[src/rtl/mux4_arbiter.sv]
// Round-robin / fixed-priority arbiter feeding a shared 4:1 mux onto one valid/ready port.
// Define MUX4_ARBITER_RR_EN for round-robin; otherwise requester 0 has fixed top priority.
module mux4_arbiter #(
  parameter int unsigned BIT_WIDTH = 32
) (
  input  logic                 clk,
  input  logic                 rst,
  input  logic [3:0]           req_i,
  input  logic [BIT_WIDTH-1:0] in0_i,
  input  logic [BIT_WIDTH-1:0] in1_i,
  input  logic [BIT_WIDTH-1:0] in2_i,
  input  logic [BIT_WIDTH-1:0] in3_i,
  output logic [3:0]           ack_o,
  output logic [1:0]           sel_o,
  output logic                 valid_o,
  output logic [BIT_WIDTH-1:0] data_o,
  input  logic                 ready_i
);

  typedef enum logic {StIdle, StBusy} state_e;

  state_e               state_q;
  logic [3:0]           eligible;
  logic                 capture;
  logic [1:0]           winner;
  logic [BIT_WIDTH-1:0] win_data;

  // Masking the requester acked this cycle stops a held req being captured twice.
  assign eligible = req_i & ~ack_o;
  assign capture  = (|eligible) && ((state_q == StIdle) || ready_i);

`ifdef MUX4_ARBITER_RR_EN
  logic [1:0] pointer_q;

  // Scan from farthest to nearest so the first set bit after the pointer wins last.
  always_comb begin
    logic [1:0] idx;
    winner = 2'd0;
    idx    = 2'd0;
    for (int i = 4; i >= 1; i--) begin
      idx = pointer_q + 2'(i);
      if (eligible[idx]) winner = idx;
    end
  end
`else
  always_comb begin
    winner = 2'd0;
    for (int i = 3; i >= 0; i--) begin
      if (eligible[i]) winner = 2'(i);
    end
  end
`endif

  always_comb begin
    case (winner)
      2'd0:    win_data = in0_i;
      2'd1:    win_data = in1_i;
      2'd2:    win_data = in2_i;
      default: win_data = in3_i;
    endcase
  end

  always_ff @(posedge clk or posedge rst) begin
    if (rst) begin
      state_q   <= StIdle;
      valid_o   <= 1'b0;
      data_o    <= '0;
      sel_o     <= 2'd0;
      ack_o     <= 4'd0;
`ifdef MUX4_ARBITER_RR_EN
      pointer_q <= 2'd3;
`endif
    end else begin
      ack_o <= 4'd0;
      if (capture) begin
        state_q   <= StBusy;
        valid_o   <= 1'b1;
        sel_o     <= winner;
        data_o    <= win_data;
        ack_o     <= 4'b0001 << winner;
`ifdef MUX4_ARBITER_RR_EN
        pointer_q <= winner;
`endif
      end else if ((state_q == StBusy) && ready_i) begin
        state_q <= StIdle;
        valid_o <= 1'b0;
      end
    end
  end

endmodule

[config.mk]
export PLATFORM = sky130hd
export DESIGN_NAME = mux4_arbiter
export DESIGN_NICKNAME = d
export VERILOG_FILES = /design/src/rtl/mux4_arbiter.sv
export SDC_FILE = /design/constraint.sdc
export NUM_CORES = 1
export LEC_CHECK = 0
export CORE_MARGIN = 2
export CORE_UTILIZATION = 41
export CTS_CLUSTER_DIAMETER = 60
export DETAILED_ROUTE_END_ITERATION = 10
export PLACE_DENSITY_LB_ADDON = 0.1
export SLEW_MARGIN = 20
export SYNTH_ARGS = -nofsm -noshare
export SYNTH_HDL_FRONTEND = slang
export SYNTH_SLANG_ARGS = --single-unit
[constraint.sdc]
create_clock -name clk -period 4.4 [get_ports clk]
set_input_delay 1.1 -clock clk [delete_from_list [all_inputs] [get_ports clk]]
set_output_delay 1.1 -clock clk [all_outputs]
set_load 0.02 [all_outputs]
== Yosys cells after proc, flatten, opt, wreduce, memory -nomap -nowiden ==
Cells that the tools add are included.
Storage, ports and cells
  register bits after elaboration: 39
  input port bits: 135
  word-level logic and storage cells: 24
Operators by class
  equality and inequality tests: 2
  shift operators: 1
  mux-type cells: 8
  bitwise logic cells: 3
  reductions and logical operators: 6
Operators by type and width (number)
  32-bit one-hot mux with 3 select lines: 1
  2-bit two-way mux: 4
  4-bit AND: 1
  4-bit two-way mux: 1
  4-bit inverter: 1
  4-bit OR reduction: 1
  1-bit by 2-bit left shift with 4-bit output (first input constant): 1
  2-bit by 1-bit == test with 1-bit output (second input constant): 1
  2-bit == test (second input constant): 1
  1-bit logical AND: 2
  2-bit logical NOT: 1
  1-bit two-way mux: 2
  2-bit nonzero test: 1
  1-bit logical OR: 1
  1-bit inverter: 1

== Depth between registers and ports, before layout ==
  depth after elaboration: 8
  mapped depth: 6

== Worst setup path after synthesis ==
No wires, ideal clock.
  kind: input -> register
  from: in req_i[1]
  to: reg data_o[18]
  library setup time: 0.096 ns
  arrival: 2.113 ns
  required time: 4.304 ns
  setup slack: 2.191 ns
  cell stages on the path: 6
  cells stage by stage: nor2b_2 buf_6 o31ai_4 buf_6 a2bb2oi_1 o31ai_1
On the way
  longest elaborated chain between the ends: 5
  elaborated cells between the ends (all ways): 9
  those cells by class: eq/ne: 2; mux: 3; bitwise: 1; reduce/logical: 3
RTL lines
  start: declaration: RTL line 8  | input logic [3:0] req_i,
  4-bit AND *: RTL line 29  | assign eligible = req_i & ~ack_o;
  2-bit two-way mux (2 in series): RTL line 49  | if (eligible[i]) winner = 2'(i);
  2-bit == test (tied with other cells): RTL line 55  | case (winner)
  32-bit one-hot mux with 3 select lines: RTL line 55
  end signal: assignment: RTL line 79  | data_o <= win_data;
  end: declaration: RTL line 16  | output logic [BIT_WIDTH-1:0] data_o,
Mark *: on every way between the ends. The rest lies on a longest branch, timed or not.
A chain may end at the register's enable or synchronous reset.

== Worst setup path in the final report ==
  from: in req_i[3]
  to: reg data_o[5]
On the way
  longest elaborated chain between the ends: 7
  elaborated cells between the ends (all ways): 11
  those cells by class: eq/ne: 2; mux: 5; bitwise: 1; reduce/logical: 3
RTL lines (RTL line)
  4-bit AND *: 29
  2-bit two-way mux (4 in series): 49
  2-bit == test (tied with other cells): 55
  32-bit one-hot mux with 3 select lines: 55
Marked as above.

==> impl_metrics.csv <==
group,metric,value,unit
run_status,status,"finished, final reports clean",
cells_and_area,diodes,0,
synth,netlist_instances,332,
placed_design,gp_congestion,0.819,
die,die_y,88.2,um
die,rows,30,
timing,timing.fmax,322,MHz
critical_path,crit_required,4.59,ns
clock_network,postCtsHoldBufs,0,
clock_network,clock_path_buffers,2,
synth,netlist_area,2910,um^2
clock_network,cts.sinks,39,
critical_path,cpPeakStageDelay,0.67,ns
synth,synth_compound_area_share,40.4,%
power_and_ir_drop,peakVddDrop,0.132,mV
clock_network,htreeDepth,2,
timing,worst_slew_pin_slew,1.04,ns
cells_and_area,layout-drive-gt1-share,6.00,%
die,initial_core_util,42.5,%
critical_path,slowest_stage,"nor2b_4",
route,drc,0,
timing,skew,0.00289,ns
timing,relSlewSlack,30.3,%
critical_path,cp_max_fo,36,
clock_network,cts-root-buf,"clkbuf_8",
timing,hold_violations,0,
power_and_ir_drop,powerDensity,277,nW/um^2
critical_path,critPathCaptureType,"register",
critical_path,arrival,3.30,ns
route,drt.antenna.violating_nets,0,
synth,synth-adder-area-share,0,%
synth,synth_xor_area_share,0,%
synth,synthMuxAreaShare,0,%
timing,period_share,70.6,%
cells_and_area,area_growth,62.8,%
critical_path,critPathKind,"input port to register",
timing,rsz0062_at_grt,"no",
synth,synthSimpleGateAreaFrac,18.0,%
route,dr_total_vias,3357,
placed_design,placed_cells,571,
global_routing,antenna_found_initial,0,
critical_path,path_cells,"clkdlybuf4s50_1, nor2b_4, buf_4, a211oi_1, a2bb2oi_1, o31ai_1",
timing,post-route-min-period,3.11,ns
global_routing,grt_overflow,0,
placed_design,portBuffers,173,
route,drt_first_iter_violations,165,
clock_network,cts_buffers,5,
clock_network,cts_resized,0,
min_path,hold_class,"register to register",
clock_network,tritoncts,"yes",
die,design.die.area,7780,um^2
clock_network,clock_latency,0.29,ns
cells_and_area,layout.nets,617,
clock_network,post-cts-setup-buffer-count,0,
route,viasPerCell,5.80,
die,die_x,88.2,um
timing,setup_viol,0,
global_routing,grt_use_total,26.9,%
die,coreArea,6830,um^2
synth,synth_top_family_by_area,"compound AO/OA/AOI/OAI gates",
clock_network,clk_pin_slew,0.08,ns
route,wl_per_cell,18.5,um
route,drt_wl_total,10700,um
global_routing,grt_pass1_wl,16400,um
synth,yosysSeqAreaShare,33.6,%
power_and_ir_drop,p_leak,0.00193,uW
global_routing,grt_pass1_vias,3297,
synth,syn_avg_cell_area,8.75,um^2
die,boundaryPins,174,
synth,yosys_warnings,0,
flow_run,max_cap_violations,0,
timing,final_max_slew_viol_count,0,
timing,setup_tns,0,ns
route,dr.pass1.iters,4,
synth,synth_cell_types,25,
synth,ys_ff_latch,39,
placed_design,dp.final_hpwl,7190,um
cells_and_area,fin_cells,579,
global_routing,grt_max_degree,40,
synth,syn_nets,467,
critical_path,startpoint_type,"input port",
cells in the mapped netlist:
library cell | number | share of area, %
nor3_1 | 3 | 0.52
nor2_1 | 3 | 0.39
o31ai_1 | 28 | 7.2
nor2b_2 | 1 | 0.30
o21ai_0 | 33 | 5.7
nand2_1 | 33 | 4.3
nand2b_1 | 5 | 1.1
o41ai_4 | 1 | 0.95
o31ai_2 | 4 | 1.7
clkbuf_2 | 2 | 0.34
a211oi_1 | 32 | 8.3
o31ai_4 | 1 | 0.73
inv_1 | 1 | 0.13
and3b_1 | 32 | 9.6
dfrtp_1 | 39 | 34
clkbuf_1 | 20 | 2.6
buf_2 | 10 | 1.7
buf_4 | 5 | 1.3
nor2b_1 | 2 | 0.43
nor2b_4 | 2 | 0.95
a2bb2oi_1 | 32 | 9.6
or3_1 | 1 | 0.22
a21oi_1 | 36 | 6.2
nand3_1 | 1 | 0.17
buf_6 | 5 | 1.9
stage by stage:
step	instance area [um^2]	power [uW]	util [%]	setup WS, ns	hold slack, ns
6_report	4730	1310	69.2	1.29	0.479
5_1_grt	4730	1370	69.2	1.12	0.501
4_1_cts	4730	1320	69.2	1.29	0.484
3_5_place_dp	4630	1040	67.8	0.986	0.465
3_3_place_gp	4630	1030	67.8	1.05	0.459
2_1_floorplan	2910	751	-	2.19	0.581
worst paths after layout:
check / endpoint / slack, ns / depth (start not counted) / startpoint
max: data_o[5] / 1.29 / 6 / req_i[3]
max in group asynchronous: data_o[25] / 2.79 / 3 / rst
min in group asynchronous: data_o[5] / 1.24 / 3 / rst
max reg2reg: data_o[31] / 2.04 / 6 / ack_o[2]
min reg2reg: data_o[19] / 0.48 / 2 / data_o[19]
min: data_o[19] / 0.48 / 2 / data_o[19]
area by class of cell:
class | instances | area [um^2]
Sequential cell | 39 | 976
Multi-Input combinational cell | 250 | 1710
Fill cell | 580 | 2100
Timing Repair Buffer | 185 | 1820
Inverter | 1 | 3.75
Tap cell | 96 | 120
Clock buffer | 8 | 100
power breakdown:
group          switching [uW]  total [uW]  internal (uW)
Combinational             274         584            311
Clock                     136         279            144
Sequential               32.3         447            415
critical path: cells and delay by family:
family | cells | cell delay (ns)
buffers and inverters | 2 | 0.95
AND/OR/NAND/NOR | 1 | 0.67
AO/OA/AOI/OAI | 3 | 0.56
placed cells by master (no fill, tap or decap), drive strengths merged:
cell and count:
o31ai 33, dfrtp 39, nor2b 5, or3 1
clkinv 1, clkbuf 8, buf 12, nand2b 5
a2bb2oi 32, a211oi 32, clkdlybuf4s50 173, o41ai 1
nand3 1, nand2 33, o21ai 33, and3b 32
nor2 3, nor3 3, a21oi 36
state kept, by name, summed over array words and instances, names as in the netlist:
name / cells
data_o: 32
ack_o: 4
state_q: 1
sel_o: 2
routing by layer:
layer	vias to the layer above	track usage [%]	wire length, um
met5	-	0	0
met4	0	8.13	163
met3	13	4.90	921
met2	173	46.6	5320
met1	1609	34.2	4300
li1	1562	-	-
cells by family after synthesis:
family                 after synthesis
buffers and inverters               43
and+or+nand+nor                     83
AOI/OAI and AO/OA                  167
DFF                                 39
Note: power is estimated with default switching activity, not from simulation.
